$ cat src/rtl/seq_pkg.sv
// Shared definitions for the drum step sequencer.
//   NUM_STEPS / NUM_TRACKS : default pattern geometry
//   seq_state_e            : playback state encoding
//   BASS_DRUM .. TOM2      : bit position of each drum track within a step
package seq_pkg;

  localparam int NUM_STEPS  = 16;
  localparam int NUM_TRACKS = 7;

  typedef enum logic [0:0] {
    ST_STOPPED = 1'b0,
    ST_PLAYING = 1'b1
  } seq_state_e;

  localparam int BASS_DRUM = 6;
  localparam int SNARE     = 5;
  localparam int CLAP      = 4;
  localparam int HIHAT     = 3;
  localparam int CYMBAL    = 2;
  localparam int TOM1      = 1;
  localparam int TOM2      = 0;

endpackage

$ cat src/rtl/step_sequencer_if.sv
// Control, edit and playback signals of the step sequencer.
//   master : drives transport, tempo and edit controls; observes playback
//   slave  : the sequencer itself
interface step_sequencer_if #(
  parameter int NUM_STEPS  = seq_pkg::NUM_STEPS,
  parameter int NUM_TRACKS = seq_pkg::NUM_TRACKS
);

  localparam int STEP_W = $clog2(NUM_STEPS);

  logic                  poweron;
  logic                  start;
  logic                  stop;
  logic [23:0]           step_period;
  logic                  edit_toggle;
  logic [STEP_W-1:0]     edit_step;
  logic [2:0]            edit_track;
  logic                  clear;
  logic [NUM_TRACKS-1:0] select;
  logic [NUM_TRACKS-1:0] trigger;
  logic [STEP_W-1:0]     cur_step;
  logic                  step_strobe;
  logic                  running;

  modport master (
    output poweron, start, stop, step_period, edit_toggle, edit_step, edit_track, clear,
    input  select, trigger, cur_step, step_strobe, running
  );

  modport slave (
    input  poweron, start, stop, step_period, edit_toggle, edit_step, edit_track, clear,
    output select, trigger, cur_step, step_strobe, running
  );

endinterface

$ cat src/rtl/seq_pattern_mem.sv
// Pattern register file: NUM_STEPS words of NUM_TRACKS bits.
//   CLK, Reset           : clock, synchronous active-high reset (clears pattern)
//   clear                : zero every bit; wins over a same-cycle toggle
//   toggle, toggle_step,
//   toggle_track         : invert one bit; track indices beyond the word are ignored
//   play_addr/play_data  : read port for the step now playing
//   look_addr/look_data  : read port for the step about to start
module seq_pattern_mem #(
  parameter int NUM_STEPS  = 16,
  parameter int NUM_TRACKS = 7,
  localparam int STEP_W    = $clog2(NUM_STEPS)
) (
  input  logic                  CLK,
  input  logic                  Reset,
  input  logic                  clear,
  input  logic                  toggle,
  input  logic [STEP_W-1:0]     toggle_step,
  input  logic [2:0]            toggle_track,
  input  logic [STEP_W-1:0]     play_addr,
  output logic [NUM_TRACKS-1:0] play_data,
  input  logic [STEP_W-1:0]     look_addr,
  output logic [NUM_TRACKS-1:0] look_data
);

  logic [NUM_TRACKS-1:0] mem_q [NUM_STEPS];
  logic                  track_ok;

  assign track_ok = int'(toggle_track) < NUM_TRACKS;

  always_ff @(posedge CLK) begin
    if (Reset || clear) begin
      for (int s = 0; s < NUM_STEPS; s++) mem_q[s] <= '0;
    end else if (toggle && track_ok) begin
      mem_q[toggle_step][toggle_track] <= ~mem_q[toggle_step][toggle_track];
    end
  end

  assign play_data = mem_q[play_addr];
  assign look_data = mem_q[look_addr];

endmodule

$ cat src/rtl/step_sequencer.sv
// Drum step sequencer: plays a NUM_STEPS x NUM_TRACKS pattern, one step every
// step_period clocks (minimum 2), pulsing trigger/step_strobe at each step start.
//   CLK   : system clock
//   Reset : synchronous active-high reset, overrides everything
//   bus   : transport, tempo, edit controls in; select/trigger/cur_step/
//           step_strobe/running out
//
//   state   | meaning
//   STOPPED | idle, all playback outputs zero
//   PLAYING | stepping through the pattern
module step_sequencer #(
  parameter int NUM_STEPS  = seq_pkg::NUM_STEPS,
  parameter int NUM_TRACKS = seq_pkg::NUM_TRACKS
) (
  input logic             CLK,
  input logic             Reset,
  step_sequencer_if.slave bus
);

  import seq_pkg::*;

  localparam int STEP_W = $clog2(NUM_STEPS);

  localparam logic [0:0] STOPPED = 1'(ST_STOPPED);
  localparam logic [0:0] PLAYING = 1'(ST_PLAYING);

  logic [0:0]            state_q;
  logic [23:0]           tick_q;
  logic [23:0]           period_q;
  logic [STEP_W-1:0]     step_q;
  logic [STEP_W-1:0]     step_nxt;
  logic [STEP_W-1:0]     look_addr;
  logic [NUM_TRACKS-1:0] select_q;
  logic [NUM_TRACKS-1:0] trigger_q;
  logic                  strobe_q;
  logic [NUM_TRACKS-1:0] play_data;
  logic [NUM_TRACKS-1:0] look_data;
  logic [23:0]           period_ld;
  logic                  boundary;
  logic                  halt;

  assign step_nxt  = step_q + 1'b1;
  // A start always plays step 0, so the lookahead port is redirected there.
  assign look_addr = bus.start ? '0 : step_nxt;
  assign period_ld = (bus.step_period < 24'd2) ? 24'd2 : bus.step_period;
  assign boundary  = (tick_q == period_q - 24'd1);
  assign halt      = bus.stop || !bus.poweron;

  seq_pattern_mem #(
    .NUM_STEPS  (NUM_STEPS),
    .NUM_TRACKS (NUM_TRACKS)
  ) u_mem (
    .CLK          (CLK),
    .Reset        (Reset),
    .clear        (bus.clear),
    .toggle       (bus.edit_toggle),
    .toggle_step  (bus.edit_step),
    .toggle_track (bus.edit_track),
    .play_addr    (step_q),
    .play_data    (play_data),
    .look_addr    (look_addr),
    .look_data    (look_data)
  );

  always_ff @(posedge CLK) begin
    if (Reset) begin
      state_q   <= STOPPED;
      tick_q    <= '0;
      period_q  <= '0;
      step_q    <= '0;
      select_q  <= '0;
      trigger_q <= '0;
      strobe_q  <= 1'b0;
    end else if (halt) begin
      state_q   <= STOPPED;
      tick_q    <= '0;
      step_q    <= '0;
      select_q  <= '0;
      trigger_q <= '0;
      strobe_q  <= 1'b0;
    end else if (bus.start) begin
      state_q   <= PLAYING;
      tick_q    <= '0;
      period_q  <= period_ld;
      step_q    <= '0;
      select_q  <= look_data;
      trigger_q <= look_data;
      strobe_q  <= 1'b1;
    end else if (state_q == PLAYING) begin
      if (boundary) begin
        tick_q    <= '0;
        period_q  <= period_ld;
        step_q    <= step_nxt;
        select_q  <= look_data;
        trigger_q <= look_data;
        strobe_q  <= 1'b1;
      end else begin
        tick_q    <= tick_q + 24'd1;
        // Tracks live edits of the current step without retriggering.
        select_q  <= play_data;
        trigger_q <= '0;
        strobe_q  <= 1'b0;
      end
    end else begin
      trigger_q <= '0;
      strobe_q  <= 1'b0;
    end
  end

  assign bus.select      = select_q;
  assign bus.trigger     = trigger_q;
  assign bus.cur_step    = step_q;
  assign bus.step_strobe = strobe_q;
  assign bus.running     = (state_q == PLAYING);

endmodule

$ cat src/flat_wrapper.sv
// flat-port wrapper written by rule: the top's interface ports become plain ports
module step_sequencer_flat import seq_pkg::*;
#(
  parameter int NUM_STEPS  = seq_pkg::NUM_STEPS,
  parameter int NUM_TRACKS = seq_pkg::NUM_TRACKS
)
  (CLK, Reset, bus_poweron, bus_start, bus_stop, bus_step_period, bus_edit_toggle, bus_edit_step, bus_edit_track, bus_clear, bus_select, bus_trigger, bus_cur_step, bus_step_strobe, bus_running);
  step_sequencer_if #(.NUM_STEPS(NUM_STEPS), .NUM_TRACKS(NUM_TRACKS)) bus_i ();
  input logic CLK;
  input logic Reset;
  input wire logic [$bits(bus_i.poweron)-1:0] bus_poweron;
  input wire logic [$bits(bus_i.start)-1:0] bus_start;
  input wire logic [$bits(bus_i.stop)-1:0] bus_stop;
  input wire logic [$bits(bus_i.step_period)-1:0] bus_step_period;
  input wire logic [$bits(bus_i.edit_toggle)-1:0] bus_edit_toggle;
  input wire logic [$bits(bus_i.edit_step)-1:0] bus_edit_step;
  input wire logic [$bits(bus_i.edit_track)-1:0] bus_edit_track;
  input wire logic [$bits(bus_i.clear)-1:0] bus_clear;
  output wire logic [$bits(bus_i.select)-1:0] bus_select;
  output wire logic [$bits(bus_i.trigger)-1:0] bus_trigger;
  output wire logic [$bits(bus_i.cur_step)-1:0] bus_cur_step;
  output wire logic [$bits(bus_i.step_strobe)-1:0] bus_step_strobe;
  output wire logic [$bits(bus_i.running)-1:0] bus_running;
  assign bus_i.poweron = bus_poweron;
  assign bus_i.start = bus_start;
  assign bus_i.stop = bus_stop;
  assign bus_i.step_period = bus_step_period;
  assign bus_i.edit_toggle = bus_edit_toggle;
  assign bus_i.edit_step = bus_edit_step;
  assign bus_i.edit_track = bus_edit_track;
  assign bus_i.clear = bus_clear;
  assign bus_select = bus_i.select;
  assign bus_trigger = bus_i.trigger;
  assign bus_cur_step = bus_i.cur_step;
  assign bus_step_strobe = bus_i.step_strobe;
  assign bus_running = bus_i.running;
  step_sequencer #(.NUM_STEPS(NUM_STEPS), .NUM_TRACKS(NUM_TRACKS)) u_core (.CLK(CLK), .Reset(Reset), .bus(bus_i));
endmodule
$ cat config.mk
export PLATFORM = sky130hd
export DESIGN_NAME = step_sequencer_flat
export DESIGN_NICKNAME = d
export VERILOG_FILES = /design/src/rtl/seq_pkg.sv /design/src/rtl/step_sequencer_if.sv /design/src/rtl/seq_pattern_mem.sv /design/src/rtl/step_sequencer.sv /design/src/flat_wrapper.sv
export SDC_FILE = /design/constraint.sdc
export NUM_CORES = 1
export LEC_CHECK = 0
export ABC_AREA = 0
export ABC_CLOCK_PERIOD_IN_PS = 7650
export CORE_ASPECT_RATIO = 1.4
export CORE_MARGIN = 2
export CORE_UTILIZATION = 50
export CTS_CLUSTER_DIAMETER = 100
export DETAILED_ROUTE_END_ITERATION = 10
export PLACE_DENSITY = 0.76
export SKIP_LAST_GASP = 1
export SYNTH_ARGS = -nofsm -noshare
export SYNTH_HDL_FRONTEND = slang
export SYNTH_HIERARCHICAL = 1
export SYNTH_SLANG_ARGS = --single-unit
$ cat constraint.sdc
create_clock -name CLK -period 7.65 [get_ports CLK]
set_input_delay 1.53 -clock CLK [delete_from_list [all_inputs] [get_ports CLK]]
set_output_delay 1.53 -clock CLK [all_outputs]
set_load 0.005 [all_outputs]
# [Yosys cells after proc, flatten, opt, wreduce, memory -nomap -nowiden]
# Memories as Yosys holds them, arrays and structs flattened. A register that Yosys moved wholly into a read port is not among the register bits.
# Index checks and enable logic that the tools add are counted.
[totals] ff_bits=68 mem_count=1 ram_bits=112 in_bits=38 out_inout_bits=20
[op_classes] add_sub_neg=3 bitwise_logic=2 mux=29 n_reduce_logical=12 magnitude_cmp=4 eq_ne=1
[mem_list] memory="u_core.u_mem.mem_q" words=16 width=7 read_ports=3 rd_ports_with_merged_regs=1 wr=16 line="seq_pattern_mem.sv:25" rtl="logic [NUM_TRACKS-1:0] mem_q [NUM_STEPS];"
[ops] operator="24-bit 2-to-1 mux" n=5
[ops] operator="7-bit 2-to-1 mux" n=9
[ops] operator="24-bit by 1-bit adder with 24-bit output, second input constant" n=1
[ops] operator="24-bit equality test" n=1
[ops] operator="24-bit by 2-bit less-than comparator with 1-bit output, second input constant" n=1
[ops] operator="24-bit by 1-bit subtractor with 24-bit output, second input constant" n=1
[ops] operator="4-bit 2-to-1 mux" n=4
[ops] operator="1-bit 2-to-1 mux" n=9
[ops] operator="7-bit OR reduction" n=1
[ops] operator="4-bit by 1-bit adder with 4-bit output, second input constant" n=1
[ops] operator="3-bit by 4-bit less-than comparator with 1-bit output, second input constant" n=1
[ops] operator="2-bit nonzero test" n=2
[ops] operator="1-bit binary-select mux with 3-bit select" n=1
[ops] operator="1-bit demux with 3-bit select" n=1
[ops] operator="3-bit by 1-bit greater-or-equal comparator with 1-bit output, second input constant" n=1
[ops] operator="3-bit less-than comparator, second input constant" n=1
[ops] operator="3-bit AND reduction" n=1
[ops] operator="3-bit OR reduction" n=1
[ops] operator="1-bit logical AND" n=2
[ops] operator="1-bit logical OR" n=2
[ops] operator="1-bit NOT" n=2
[ops] operator="2-bit AND reduction" n=1
[ops] operator="2-bit OR reduction" n=1
[ops] operator="1-bit logical NOT" n=1

# [Logic depth before layout (Yosys ltp)]
[logic_depth] word_depth=7 ltp_mapped=13 mapped_depth_nobuf=10

# [Hierarchy]
# The synthesis kept the hierarchy.
[by_module_without_submodules] module="seq_pattern_mem" seq_area_each_um2=3363.2 area_each_um2=8538.2 cells_each=635 n_inst=1
[by_module_without_submodules] module="step_sequencer" seq_area_each_um2=1361.3 area_each_um2=4326.6 cells_each=556 n_inst=1

# [Worst setup path after synthesis]
# No wires, ideal clock.
[synth_timing] path_kind="input port to flip-flop" from="input bus_start" to="register u_core.select_q[0] (netlist: u_core/bus.select[0])" required_time_ps=7513 setup_time_ps=137 slack_ps=3457 stages=9 arrival_ps=4056 path_cell_list="clkbuf_1 -> buf_1 -> nor2_1 -> clkbuf_1 -> buf_2 -> mux4_2 -> mux4_2 -> mux2i_1 -> o21ai_0"
[synth_via] elab_chain_len=5 elab_cells_between_ends=6 classes_between="mux (4); reduce/logical (1); memory (1)"
[synth_lines] item="start: declaration" line="flat_wrapper.sv:12" rtl="input wire logic [$bits(bus_i.start)-1:0] bus_start;"
[synth_lines] item="4-bit 2-to-1 mux *" line="step_sequencer.sv:44" rtl="assign look_addr = bus.start ? '0 : step_nxt;"
[synth_lines] item="net u_core.look_addr[0]" line="step_sequencer.sv:32" rtl="logic [STEP_W-1:0] look_addr;"
[synth_lines] item="memory 16 x 7 bit *"
[synth_lines] item="net u_core.look_data[0]" line="step_sequencer.sv:37" rtl="logic [NUM_TRACKS-1:0] look_data;"
[synth_lines] item="7-bit 2-to-1 mux" line="step_sequencer.sv:90" rtl="if (boundary) begin"
[synth_lines] item="7-bit 2-to-1 mux" line="step_sequencer.sv:89" rtl="end else if (state_q == PLAYING) begin"
[synth_lines] item="7-bit 2-to-1 mux *" line="step_sequencer.sv:81" rtl="end else if (bus.start) begin"
[synth_lines] item="end signal: assignment" line="step_sequencer.sv:86" rtl="select_q <= look_data;"
[synth_lines] item="end signal: assignment" line="step_sequencer.sv:94" rtl="select_q <= look_data;"
[synth_lines] item="end signal: assignment" line="step_sequencer.sv:100" rtl="select_q <= play_data;"
[synth_lines] item="end: declaration" line="step_sequencer.sv:33" rtl="logic [NUM_TRACKS-1:0] select_q;"
# Mark *: on every way through the listed nets, which the timed path passes. The rest lies on a longest branch. The select of a mux whose other input is x is not followed.
# A chain may end at the register's enable or synchronous reset.

==> results.cfg <==
[grt]
grt_busiest_layer = met2
grt_util_all_layers = 0.257
antenna_found_initial = 0
gr-usage-met2 = 0.468
grtUsageMet3 = 0.0398
grt_first_pass_wirelength_mm = 54.5
grt_pass1_vias = 9851
grt_max_degree = 78
use_met1 = 0.280
overflow = 0

[route]
final_antenna_net_count = 0
drtPass1Iterations = 5
wl_per_cell_um = 23.6
via_per_inst = 6.82
vias = 10000
initialDrtViolationCount = 815
drt_drc_violations_left = 0
drt-total-wl_mm = 34.8

[final_layout]
final_nets = 1182
layout.cells.non_filler = 1472
layout_common_cells = 124 x o21ai_0, 112 x edfxtp_1, 96 x nand2_1, 90 x mux4_2, 80 x a211oi_2
area_growth_pct = 6.37
antennaDiodeCount = 0
mostFrequentLayoutCell = o21ai_0
drive_gt1_frac = 0.210

[worst_setup_path]
crit_buf_inv = 2
cp.arrival_ns = 4.82
cpPeakStageDelay_ns = 1.11
crit_slowest_cell = clkdlybuf4s50_1
rrSetupSlack_ns = 3.21
r2r_cells = 11
start_kind = primary input
crit_path_end_kind = flop
crit_fanout = 64
cp_top_family = buffers and inverters
critPathRequiredTime_ns = 7.77
reg2reg_from = u_core/period_q[0]
critPathKind = primary input to flop
r2r-end = u_core/tick_q[18]
crit_chain = clkdlybuf4s50_1 > nand2b_1 > nor2_1 > nor4_4 > o221ai_2 > a311oi_4 > buf_4 > a211oi_1

[floorplan]
num_rows = 69
dieWidth_um = 140
start_util = 0.507
core_um2 = 25400
die-area_um2 = 27000
ios = 58
die_h_um = 194

[place]
dp.cells = 1441
gp_congestion = 0.917
dp_hpwl_mm = 23.3
portBuffers = 57

[clocking]
cts_max_path_buffers = 2
insertion_delay_ns = 0.44
cts_resized = 0
cts_buffers = 17
htreeDepth = 4
clkSinkCount = 180
cts_setup_buffers = 0
cts-root-buf = clkbuf_16
ctsHoldBuffers = 0
path_clk_slew_ns = 0.06
cts_tree = done

[logic_synthesis]
synthesis.area_um2 = 12900
avgSynthCellArea_um2 = 10.8
synth_nets = 1232
synth-seq-area-share = 0.367
yosysUniqueCellTypes = 69
synth_edf_count = 112
synth_seq_cells = 180
async_flop_share = 0
synth_cells = 1191
ys.flop_type = edfxtp_1
yosys_warnings = 6

[timing]
max-slew-margin-rel = 0.175
setup_violations = 0
fin_crit_sh = 0.614
fin_skew_ns = 0.00975
slew_violations = 0
min_period_ns = 4.70
finalSetupTns_ns = 0
fmax_mhz = 213
finalHoldViolCount = 0
rsz0062_at_grt = no
worst-slew-pin-transition_ns = 1.23

[status]
outcome = complete, no violations

[hold_path]
min-delay-start = u_core/bus.select[5]
whs_endpoint = u_core/bus.select[5]
hold_depth = 2
hold_path.class = flop to flop

[power]
vdd_ir_drop_max_mv = 0.154
power.density_nw_per_um2 = 165
p_leak_nw = 3.94

[job]
drv_cap = 0
-- layout make-up --
class / instances / area, um^2
Clock buffer: 19 / 433
Timing Repair Buffer: 81 / 748
Sequential cell: 180 / 4730
Multi-Input combinational cell: 853 / 7280
Fill cell: 2170 / 11700
Inverter: 8 / 30.0
Tap cell: 319 / 399
Clock inverter: 12 / 67.6
-- power by group --
part           total, W  switching [W]  internal [W]
clock network  0.000774       0.000368      0.000406
logic          0.000392       0.000243      0.000149
registers       0.00110      0.0000359       0.00106
total           0.00226       0.000647       0.00162
-- cells by family after synthesis --
kind of cell,share of synthesized area
and+or+nand+nor,0.143
AOI/OAI and AO/OA,0.205
DFF,0.367
buffers and inverters,0.0685
muxes,0.177
xor gates and xnor gates,0.0368
adders and majority gates,0.00292
-- layer usage --
layer / up-vias / share of wire
met5: - / 0
met4: 0 / 0.059
li1: 4523 / -
met2: 428 / 0.53
met3: 111 / 0.063
met1: 4984 / 0.35
-- worst min-delay path, cell delays in order (launching register included) --
cell	delay (ns)
dfxtp_1	0.34
nand2_1	0.05
o21ai_0	0.05
-- cell usage after synthesis, drive strengths merged (9+ instances only) --
| cell type | number | share of area |
|---|---|---|
| a211oi | 116 | 0.099 |
| a31oi | 26 | 0.013 |
| mux2i | 18 | 0.014 |
| nor4 | 18 | 0.012 |
| dfxtp | 68 | 0.11 |
| o311ai | 23 | 0.016 |
| nor3b | 24 | 0.014 |
| nor2 | 54 | 0.016 |
| nand2 | 96 | 0.028 |
| edfxtp | 112 | 0.26 |
| o21ai | 126 | 0.049 |
| nor3 | 43 | 0.017 |
| mux4 | 91 | 0.16 |
| nand4 | 13 | 0.0063 |
| nor2b | 10 | 0.0049 |
| clkbuf | 87 | 0.025 |
| nand2b | 35 | 0.017 |
| and2 | 9 | 0.0044 |
| xnor2 | 30 | 0.020 |
| nand3 | 18 | 0.0070 |
| buf | 63 | 0.041 |
| xor2 | 24 | 0.016 |
-- metrics by stage --
| stage | power, W | util | area [um^2] | worst slack, ns | hold WS (ns) |
|---|---|---|---|---|---|
| floorplan | 0.00143 | - | 12900 | 3.46 | 0.449 |
| global placement | 0.00149 | 0.519 | 13200 | 2.65 | 0.460 |
| detailed placement | 0.00150 | 0.519 | 13200 | 2.53 | 0.458 |
| CTS | 0.00227 | 0.539 | 13700 | 3.00 | 0.477 |
| global route | 0.00234 | 0.539 | 13700 | 2.80 | 0.500 |
| finish | 0.00226 | 0.539 | 13700 | 2.95 | 0.468 |
-- state kept, by name (all words and copies together), names as in the netlist --
| register | flops |
|---|---|
| u_core/u_mem/mem_q | 112 |
| u_core/period_q | 24 |
| u_core/tick_q | 24 |
| u_core/bus.select | 7 |
| u_core/bus.trigger | 7 |
| u_core/bus.cur_step | 4 |
| u_core/bus.running | 1 |
| u_core/bus.step_strobe | 1 |
-- how the worst max path moves through the flow --
stage | depth (start not counted) | to | slack (ns) | start
after CTS | 8 | u_core/u_mem/mem_q[6][0] | 3.00 | bus_edit_step[3]
after global routing | 8 | u_core/u_mem/mem_q[4][6] | 2.80 | bus_edit_step[3]
final | 8 | u_core/u_mem/mem_q[6][0] | 2.95 | bus_edit_step[3]
after floorplan | 9 | u_core/bus.select[0] | 3.46 | bus_start
after global placement | 8 | u_core/u_mem/mem_q[1][1] | 2.65 | bus_edit_step[3]
after detailed placement | 8 | u_core/u_mem/mem_q[6][0] | 2.53 | bus_edit_step[3]
Power figures use the tool's default switching activity.
